===== src/rtl/ps_scheduler.sv =====
// Round-robin ultrasonic parking sensor scheduler: trigger, echo width measurement, proximity flags.
// Optional hysteresis on the near flag is enabled with `define PS_HYST_EN.
module ps_scheduler #(
  parameter int TRIG_CYCLES  = 500,
  parameter int ECHO_TIMEOUT = 1_500_000,
  parameter int GUARD_CYCLES = 250_000,
  parameter int NEAR_THRESH  = 58_000,
  parameter int HYST         = 5_800,
  parameter int W            = 21
) (
  input  logic         clk,
  input  logic         rst_n,
  input  logic [2:0]   sensor_en,
  input  logic [2:0]   echo,
  output logic [2:0]   trig,
  output logic [2:0]   near,
  output logic         stop_req,
  output logic         beep,
  output logic         meas_valid,
  output logic [1:0]   meas_id,
  output logic [W-1:0] meas_width,
  output logic         meas_timeout
);

  // state     | meaning
  // IDLE      | pick next enabled sensor after last, load trigger timer
  // TRIG      | trig[sel] high, down-count trigger length
  // WAIT_RISE | count up waiting for echo rising edge
  // MEASURE   | count echo-high cycles until fall or timeout
  // GUARD     | dead time before next selection
  typedef enum logic [2:0] {
    S_IDLE,
    S_TRIG,
    S_WAIT_RISE,
    S_MEASURE,
    S_GUARD
  } state_t;

  localparam logic [W-1:0] TRIG_LD  = W'(TRIG_CYCLES - 1);
  localparam logic [W-1:0] GUARD_LD = W'(GUARD_CYCLES - 1);
  localparam logic [W-1:0] TIMEOUT  = W'(ECHO_TIMEOUT);

`ifdef PS_HYST_EN
  localparam int HYST_BAND = HYST;
`else
  // Empty band: clear threshold equals set threshold, HYST has no effect.
  localparam int HYST_BAND = HYST * 0;
`endif
  localparam logic [W:0] THR_SET = (W+1)'(NEAR_THRESH);
  localparam logic [W:0] THR_CLR = (W+1)'(NEAR_THRESH + HYST_BAND);

  state_t       state, state_nxt;
  logic [W-1:0] cnt, cnt_nxt, cnt_inc;
  logic [1:0]   sel, sel_nxt;
  logic [1:0]   last, last_nxt;
  logic [2:0]   echo_s1, echo_s2;
  logic [2:0]   near_nxt;
  logic         echo_act, lost;
  logic         done, done_to, abort;
  logic         near_new;

  function automatic logic [1:0] pick_next(input logic [1:0] from, input logic [2:0] en);
    logic [1:0] res;
    int         c;
    res = from;
    // Walk backwards so the nearest successor of 'from' wins.
    for (int k = 3; k >= 1; k--) begin
      c = (int'(from) + k) % 3;
      if (en[c]) res = 2'(c);
    end
    return res;
  endfunction

  always_comb begin
    state_nxt = state;
    cnt_nxt   = cnt;
    sel_nxt   = sel;
    last_nxt  = last;
    done      = 1'b0;
    done_to   = 1'b0;
    abort     = 1'b0;
    echo_act  = echo_s2[sel];
    lost      = !sensor_en[sel];
    cnt_inc   = (&cnt) ? cnt : cnt + W'(1);

    unique case (state)
      S_IDLE: begin
        if (|sensor_en) begin
          sel_nxt   = pick_next(last, sensor_en);
          cnt_nxt   = TRIG_LD;
          state_nxt = S_TRIG;
        end
      end
      S_TRIG: begin
        if (lost) abort = 1'b1;
        else if (cnt == '0) begin
          cnt_nxt   = '0;
          state_nxt = S_WAIT_RISE;
        end else cnt_nxt = cnt - W'(1);
      end
      S_WAIT_RISE: begin
        if (lost) abort = 1'b1;
        else if (echo_act) begin
          cnt_nxt   = W'(1);
          state_nxt = S_MEASURE;
        end else if (cnt_inc >= TIMEOUT) done_to = 1'b1;
        else cnt_nxt = cnt_inc;
      end
      S_MEASURE: begin
        if (lost) abort = 1'b1;
        else if (!echo_act) done = 1'b1;
        else if (cnt_inc >= TIMEOUT) done_to = 1'b1;
        else cnt_nxt = cnt_inc;
      end
      S_GUARD: begin
        if (cnt == '0) state_nxt = S_IDLE;
        else cnt_nxt = cnt - W'(1);
      end
      default: state_nxt = S_IDLE;
    endcase

    if (done || done_to || abort) begin
      state_nxt = S_GUARD;
      cnt_nxt   = GUARD_LD;
      last_nxt  = sel;
    end
  end

  always_comb begin
    near_new = near[sel];
    if (done_to) near_new = 1'b0;
    else if ({1'b0, cnt} < THR_SET) near_new = 1'b1;
    else if ({1'b0, cnt} >= THR_CLR) near_new = 1'b0;

    near_nxt = near;
    if (done || done_to) near_nxt[sel] = near_new;
    near_nxt = near_nxt & sensor_en;
  end

  always_ff @(posedge clk or negedge rst_n) begin
    if (!rst_n) begin
      state        <= S_IDLE;
      cnt          <= '0;
      sel          <= 2'd0;
      last         <= 2'd2;
      echo_s1      <= 3'b000;
      echo_s2      <= 3'b000;
      near         <= 3'b000;
      meas_valid   <= 1'b0;
      meas_id      <= 2'd0;
      meas_width   <= '0;
      meas_timeout <= 1'b0;
    end else begin
      state      <= state_nxt;
      cnt        <= cnt_nxt;
      sel        <= sel_nxt;
      last       <= last_nxt;
      echo_s1    <= echo;
      echo_s2    <= echo_s1;
      near       <= near_nxt;
      meas_valid <= done | done_to;
      if (done || done_to) begin
        meas_id      <= sel;
        meas_width   <= done_to ? TIMEOUT : cnt;
        meas_timeout <= done_to;
      end
    end
  end

  // Gated by the enable so a disabled sensor's trigger drops without waiting for an edge.
  always_comb begin
    trig = 3'b000;
    if (state == S_TRIG && sensor_en[sel]) trig[sel] = 1'b1;
  end

  assign stop_req = near[0];
  assign beep     = near[1] | near[2];

endmodule


===== config.mk =====
export PLATFORM = sky130hd
export DESIGN_NAME = ps_scheduler
export DESIGN_NICKNAME = d
export VERILOG_FILES = /design/src/rtl/ps_scheduler.sv
export SDC_FILE = /design/constraint.sdc
export NUM_CORES = 1
export LEC_CHECK = 0
export CORE_AREA = 4 4 99 101
export CTS_BUF_LIST = sky130_fd_sc_hd__clkbuf_8 sky130_fd_sc_hd__clkbuf_16
export DETAILED_ROUTE_END_ITERATION = 12
export DIE_AREA = 0 0 103 105
export PLACE_DENSITY = 0.69
export SYNTH_ARGS = -nofsm -noshare
export SYNTH_HDL_FRONTEND = slang
export SYNTH_SLANG_ARGS = --single-unit

===== constraint.sdc =====
create_clock -name clk -period 6 [get_ports clk]
set_clock_uncertainty 0.15 [all_clocks]
set_input_delay 0.9 -clock clk [delete_from_list [all_inputs] [get_ports clk]]
set_output_delay 0.9 -clock clk [all_outputs]
set_load 0.05 [all_outputs]

# After elaboration in Yosys (flattened, before gate mapping)
# Cells that the tools add are included.
# word_totals
ramBits	0
memories	0
out_inout_bits	33
register_bits	62
latch_bits	0
in_bits	8
romBits	0
# classes
n_div	3
order_cmp	8
bitwise	3
n_reduce_logical	13
eq_ne	14
n_mux	58
shifts	0
addsub	5
mul	0
# ops
operator	count
21-bit 2-to-1 mux	12
21-bit case mux with 5 select lines	1
32-bit by 4-bit < comparator with 1-bit output (second input constant)	3
32-bit by 3-bit remainder unit with 32-bit output (second input constant)	3
3-bit 2-to-1 mux	9
3-bit inequality test (second input constant)	8
1-bit 2-to-1 mux	23
21-bit by 1-bit adder with 21-bit output (second input constant)	1
21-bit by 16-bit >= comparator with 1-bit output (second input constant)	1
21-bit >= comparator (second input constant)	1
21-bit zero test	1
21-bit by 16-bit < comparator with 1-bit output (second input constant)	1
21-bit AND reduction	1
21-bit by 1-bit subtractor with 21-bit output (second input constant)	1
3-bit case mux with 5 select lines	1
7-bit AND reduction	2
1-bit binary-select mux with 2-bit select	6
2-bit by 2-bit adder with 3-bit output (second input constant)	2
3-bit by 2-bit equality test with 1-bit output (second input constant)	2
2-bit 2-to-1 mux	3
6-bit nonzero test	1
3-bit OR reduction	2
2-bit by 1-bit adder with 3-bit output (second input constant)	1
3-bit AND	1
other kinds (14)	17

# Longest topological paths before layout
# Gate-level depths: netlist of run 1.
# logic_depth
ltp_word	11
depth_mapped	12
ltp_nobuf	11

# Worst setup path after synthesis of run 1
# OpenSTA, ideal clock, no wires.
# synth_timing
path_type	input port to output port
start	input sensor_en[2]
end	output trig[1]
arrival_time_ns	2.522
cell_stages	4
slack_ns	2.428
required_time_ns	4.950
cell_sequence	mux2i_1 a2bb2oi_1 nand4b_1 nor3b_1
# synth_between
elab_chain_len	4
# synth_lines
item	line	text
start: declaration	13	input logic [2:0] sensor_en,
1-bit binary-select mux with 2-bit select	173	if (state == S_TRIG && sensor_en[sel]) trig[sel] = 1'b1;
1-bit 2-to-1 mux (not written as such)	173	
1-bit logical AND	173	
3-bit 2-to-1 mux	173	
end: declaration	15	output logic [2:0] trig,
# Every way passes these cells. The select of a mux whose other input is x is not followed.

# Worst setup path after layout of run 1
# layout_timing
start	register cnt[0]
end	register cnt[17]
# layout_between
elab_chain_len	11
# layout_lines
item	line	text
start: declaration	53	logic [W-1:0] cnt, cnt_nxt, cnt_inc;
start signal: assignment	155	cnt <= cnt_nxt;
21-bit by 1-bit adder with 21-bit output / 21-bit AND reduction (equally long branches)	84	cnt_inc = (&cnt) ? cnt : cnt + W'(1);
21-bit 2-to-1 mux	84	
21-bit >= comparator	106, 112	
1-bit 2-to-1 mux	106, 112	
1-bit 2-to-1 mux, on equally long branches	111, 103	
1-bit 2-to-1 mux, on equally long branches	110, 102	
1-bit case mux with 2 select lines	86	unique case (state)
1-bit logical OR (2 in series)	122	if (done || done_to || abort) begin
3-bit inequality test (no line), or another cell as far along	n/a	
7-bit AND reduction (no line)	n/a	
# Several ways; a longest one is shown, not always the timed one. The select of a mux whose other input is x is not followed.
# A chain may end at the register's enable or synchronous reset.

==> flow_metrics.tcl, run 1 <==
set metrics [dict create \
    status "finished, final reports clean" \
    hold_buffers 0 \
    violation_count_after_the_first_detailed_routing_iteration 624 \
    placed_area_um2 4730 \
    clock_sink_count 62 \
    post_cts_resized 0 \
    hold_class "flip-flop to flip-flop" \
    number_of_antenna_violations_at_the_first_check_in_global_routing 0 \
    synthesis.nets 556 \
    netlist_top_cells_area "sky130_fd_sc_hd__dfrtp_1, sky130_fd_sc_hd__nand2_1, sky130_fd_sc_hd__a21oi_1" \
    rsz0062_at_grt "false" \
    path_max_fanout 14 \
    place_hpwl_um 9480 \
    synth_simple_gate_area_share_pct 26.3 \
    worstHoldPathCells 0 \
    num_antenna_cells 0 \
    final_nets 574 \
    grt_usage_pct 25.4 \
    use_met2_pct 36.8 \
    yosys_most_used_dff "sky130_fd_sc_hd__dfrtp_1" \
    finalSetupViolations 0 \
    ys_ff_latch 62 \
    dr_total_vias 4471 \
    route.final.wire_length_um 13400 \
    timing.critical_path.slowest_stage_cell "sky130_fd_sc_hd__a22oi_2" \
    period_share_pct 71.4 \
    total_leakage_power_nw 1.95 \
    synth_edf_count 0 \
    global_route_wire_length_before_repair_um 21700 \
    post-synth-top-count-cell "sky130_fd_sc_hd__nand2_1" \
    grt_util_met3_pct 4.87 \
    global_route.overflow_total 0 \
    final_area_um2 4930 \
    final.fill_count 827 \
    worst-slew-pin-transition_ps 1090 \
    fp.dieH_um 105 \
    async_flop_share_pct 100 \
    via_per_inst 6.59 \
    finalPower_mw 1.93 \
    critical_path.cell_chain "ha_1 -> nand3_2 -> nor4_2 -> a21boi_1 -> o22ai_1 -> o22ai_2 -> a22oi_2 -> nand2_1 -> a211oi_1 -> o21ai_0" \
    synthToLayoutAreaGrowth_pct 13.9 \
    worstPathRequired_ps 6070 \
    ioPinCount 41 \
    syn-cell-area_um2 4330 \
    layout-drive-gt1-share_pct 7.05 \
    cp_top_family "compound AO/OA/AOI/OAI gates" \
    grt_most_used_layer "met2" \
    final.min_clock_period_ps 4290 \
    die_area_um2 10800 \
    max-cap-violations 0 \
    floorplan.die.width_um 103 \
    avgSynthCellArea_um2 7.95 \
    worst_setup_hold_path_clk_slew_ps 80 \
    synth-xor-area-share_pct 2.43 \
    cell_row_count 35 \
    drtAntennaViolNets 0 \
    vdd_ir_drop_max_mv 0.156 \
    rr_worst_depth 10 \
    min_to "echo_s2[2]" \
    synthMuxAreaShare_pct 2.34 \
    worst_setup_path_end_kind "flip-flop" \
    cts_root_buffer "sky130_fd_sc_hd__clkbuf_8" \
    worstPathArrival_ps 4350 \
    initial_utilization_pct 47.9 \
    power_density_nw_per_um2 392 \
    largest_family_of_logic_cells_by_synthesized_area "simple AND/OR/NAND/NOR gates" \
    cp_num_buf_inv 0 \
    number_of_buffers_added_on_ports 40 \
    maxSlewViolCount 0 \
    post_cts.repair.setup_buffers 0 \
    worst_hold_startpoint "echo_s1[2]" \
    fin_setup_tns_ps 0 \
    drc_violations_left 0 \
    post-synth-top-area-fraction_pct 35.3 \
    clkLatencyLatePin_ps 360 \
    synth.top_cells.by_count "sky130_fd_sc_hd__nand2_1, sky130_fd_sc_hd__dfrtp_1, sky130_fd_sc_hd__nor2_1" \
    grt_start_max_net_pins 63 \
    cts_tree "done" \
    regToRegStartpoint "cnt[0]" \
    cts_htree_levels 3 \
    synthAdderAreaFrac_pct 1.16 \
    drt_pass1_iterations 7 \
    synth_seq_area_share_pct 35.9 \
    worst-setup-path-type "flip-flop to flip-flop" \
    cp-start-kind "flip-flop" \
    globalRouteMet1Util_pct 35.8 \
    rrSetupSlack_ps 1710 \
    synth-warning-count 0 \
    top_achievable_clock_speed_mhz 233 \
    critical-path-max-stage-delay_ps 660 \
    crit_cells 10 \
    synth-compound-area-share_pct 26.2 \
    vias_in_the_first_global_route 4098 \
    yosysUniqueCellTypes 73 \
    clock_buffers_created_by_tritoncts 9 \
    finalHoldViolCount 0 \
    crit-reg2reg-capture "cnt[17]" \
    clock_path_buffers 2 \
    gp_congestion 0.973 \
    post_drt_wl_per_cell_um 19.8 \
    slew_headroom_pct 27.0 \
    postSynthCellCount 544 \
    core_area_um2 9020 \
    post-synth-top-area-cell "sky130_fd_sc_hd__dfrtp_1" \
]
cell usage in the layout, fill, tap and decap left out, drive strengths merged, types with 10 or more instances in the layout:
cell / n
nand2: 78
inv: 19
a31oi: 10
nor2: 47
a21oi: 45
o21ai: 44
clkdlybuf4s50: 39
dfrtp: 61
o211ai: 12
nor3: 21
nand3: 21
where the power goes:
part	switching, mW	internal (mW)	total (mW)
combinational	0.566	0.311	0.877
sequential	0.189	0.486	0.675
clock	0.185	0.192	0.378
total	0.940	0.989	1.93
worst max path at each step:
| stage | start | endpoint |
|---|---|---|
| 6_report | cnt[0] | cnt[17] |
| 5_1_grt | cnt[0] | cnt[3] |
| 4_1_cts | sensor_en[2] | trig[1] |
| 3_5_place_dp | sensor_en[2] | trig[1] |
| 3_3_place_gp | sensor_en[2] | trig[1] |
| 2_1_floorplan | sensor_en[2] | trig[1] |
per-layer routing:
layer,vias up,share of wire (%)
met2,311,44
met3,58,11
met5,-,0
met1,2061,41
li1,2041,-
met4,0,3.9
metrics by stage:
stage	hold WS, ps	instances	utilization, %	setup slack, ps
floorplan	181	544	-	2430
global placement	183	662	52.4	1840
detailed placement	189	662	52.4	1750
CTS	206	678	54.6	1720
global route	221	678	54.6	1360
finish	204	678	54.6	1710
kinds of logic (layout without fill, tap and decap cells):
| group | count (synthesis) | in the layout |
|---|---|---|
| mux | 10 | 10 |
| compound gates | 172 | 172 |
| fa+ha+maj | 4 | 4 |
| simple gates | 227 | 227 |
| xor+xnor | 12 | 12 |
| flops | 62 | 62 |
| buf+inv | 57 | 80 |
area by class of cell:
cell class | count | area (um2) | share of cell area (%)
multi-input cells | 425 | 2530 | 51.4
flip-flops and latches | 62 | 1550 | 31.5
repair buffers | 46 | 440 | 8.94
well taps | 111 | 139 | 2.82
clock buffers | 9 | 124 | 2.51
clock inverters | 7 | 72.6 | 1.47
inverters | 18 | 67.6 | 1.37
worst register-to-register path: stages (launching register included):
cell                       delay, ps
sky130_fd_sc_hd__dfrtp_1         580
sky130_fd_sc_hd__ha_1            350
sky130_fd_sc_hd__nand3_2         230
sky130_fd_sc_hd__nor4_2          500
sky130_fd_sc_hd__a21boi_1        190
sky130_fd_sc_hd__o22ai_1         290
sky130_fd_sc_hd__o22ai_2         190
sky130_fd_sc_hd__a22oi_2         660
sky130_fd_sc_hd__nand2_1         540
sky130_fd_sc_hd__a211oi_1        350
sky130_fd_sc_hd__o21ai_0         140
flip-flops by register name (all words and copies together), names as in the netlist:
signal / flops
near: 3
state: 3
meas_timeout: 1
echo_s2: 3
sel: 2
meas_valid: 1
last: 2
cnt: 21
meas_id: 2
echo_s1: 3
meas_width: 21
(Power assumes the default switching activity.)
==> run 2, diff against run 1 <==
Settings changed: PLACE_DENSITY 0.69 to 0.72.
Clock period 6 ns to 3.6 ns, I/O delays scaled along.
==> flow_metrics.tcl, run 2 (same netlist as run 1, synthesis figures left out) <==
set metrics [dict create \
    status "finished, final reports clean" \
    core_area_um2 9020 \
    top_flop_regs "cnt x21, meas_width x21" \
    final_area_um2 5280 \
    cts_htree_levels 3 \
    final_nets 618 \
    fp.dieH_um 105 \
    rrSetupSlack_ps 190 \
    cp_top_family "simple AND/OR/NAND/NOR gates" \
    grt_start_max_net_pins 34 \
    violation_count_after_the_first_detailed_routing_iteration 519 \
    drc_violations_left 0 \
    fin_setup_tns_ps 0 \
    drtAntennaViolNets 0 \
    max-cap-violations 0 \
    period_share_pct 94.6 \
    clock_path_buffers 2 \
    worstPathRequired_ps 3710 \
    timing.critical_path.slowest_stage_cell "sky130_fd_sc_hd__nor2_1" \
    hold_class "input pin to async pin" \
    clock_sink_count 62 \
    rsz0062_at_grt "false" \
    clock_buffers_created_by_tritoncts 9 \
    vdd_ir_drop_max_mv 0.408 \
    cell_row_count 35 \
    final.min_clock_period_ps 3410 \
    worst-slew-pin-transition_ps 799 \
    critical_path.cell_chain "buf_4 -> inv_1 -> ha_1 -> nor3b_1 -> buf_4 -> and4_1 -> a21oi_1 -> nor2_1 -> nor2_1 -> nand2_1 -> o211ai_1 -> o21ai_0 -> o311ai_0" \
    route.final.wire_length_um 14700 \
    cp_num_buf_inv 3 \
    postLayoutSetupSlackWorst_ps 194 \
    via_per_inst 6.49 \
    clkLatencyLatePin_ps 370 \
    global_route_wire_length_before_repair_um 23800 \
    dr_total_vias 4687 \
    ioPinCount 41 \
    worst-setup-path-type "flip-flop to flip-flop" \
    drt_pass1_iterations 6 \
    path_max_fanout 10 \
    finalHoldWorstSlack_ps 86.3 \
    grt_usage_pct 28.3 \
    top_achievable_clock_speed_mhz 294 \
    number_of_buffers_added_on_ports 40 \
    mostFrequentLayoutCell "sky130_fd_sc_hd__nand2_1" \
    number_of_antenna_violations_at_the_first_check_in_global_routing 0 \
    die_area_um2 10800 \
    floorplan.die.width_um 103 \
    post_drt_wl_per_cell_um 20.4 \
    worst_setup_path_end_kind "flip-flop" \
    slew_headroom_pct 46.5 \
    synthToLayoutAreaGrowth_pct 22.0 \
    cp-start-kind "flip-flop" \
    num_antenna_cells 0 \
    cts_root_buffer "sky130_fd_sc_hd__clkbuf_8" \
    finalHoldViolCount 0 \
    finalSetupViolations 0 \
    crit-reg2reg-capture "cnt[16]" \
    power_density_nw_per_um2 656 \
    total_leakage_power_nw 2.18 \
    cts_tree "done" \
    place_hpwl_um 10900 \
    critical-path-max-stage-delay_ps 580 \
    placed_area_um2 5050 \
    regToRegStartpoint "cnt[0]" \
    worst_setup_hold_path_clk_slew_ps 90 \
    dp_slack_ps 124 \
    global_route.overflow_total 0 \
    vias_in_the_first_global_route 4497 \
    final_util_pct 58.5 \
    rr_worst_depth 13 \
    worstPathArrival_ps 3510 \
    initial_utilization_pct 47.9 \
    layout-drive-gt1-share_pct 14.7 \
    gp_congestion 0.980 \
    final_cell_mix "sky130_fd_sc_hd__nand2_1, sky130_fd_sc_hd__dfrtp_1, sky130_fd_sc_hd__buf_4" \
    maxSlewViolCount 0 \
]
==> run 2: cell types whose count changed in the layout (fill, tap and decap cells not counted), sizes merged <==
cell,before,now
buf,7,54
clkdlybuf4s50,39,36
inv,19,21
clkinv,3,2
clkinvlp,2,1
==> run 2: through the flow <==
step           instances  power, mW
2_1_floorplan        544       2.14
3_3_place_gp         706       2.72
3_5_place_dp         706       2.73
4_1_cts              722       3.40
5_1_grt              722       3.69
6_report             722       3.46
==> run 2: worst max path at each step <==
stage | startpoint | end | slack (ps) | cells after the start
after floorplan | cnt[0] | cnt[1] | 600 | 10
after global placement | sensor_en[2] | cnt[15] | 140 | 9
after detailed placement | sensor_en[2] | cnt[12] | 120 | 10
after CTS | cnt[5] | cnt[6] | 200 | 9
after global routing | cnt[1] | last[0] | 20 | 12
final | cnt[0] | cnt[16] | 190 | 13
==> run 2: what timing repair did <==
action | CTS | global route
hold buffers | 0 | 0
endpoints found under the setup margin | 0 | 13
buffers inserted | 0 | 0
resized for setup | 0 | 4
==> run 2: per-layer routing <==
layer | track usage, % | share of wire, %
met5 | 0 | 0
met4 | 9.81 | 2.8
met3 | 7.61 | 9.7
met2 | 41.0 | 45
met1 | 40.2 | 42
==> run 2: area by class of cell <==
cell class	instances	area, um2
clock buffer	9	124
clock inverter	7	80.1
fill	834	3740
inverter	18	67.6
multi-input combinational	425	2550
sequential	62	1550
tap	111	139
timing repair buffer	90	763
==> run 2: power breakdown <==
group / leakage, nW / switching (mW) / internal, mW
logic: 1.26 / 1.14 / 0.656
registers: 0.810 / 0.191 / 0.812
clock network: 0.102 / 0.335 / 0.329
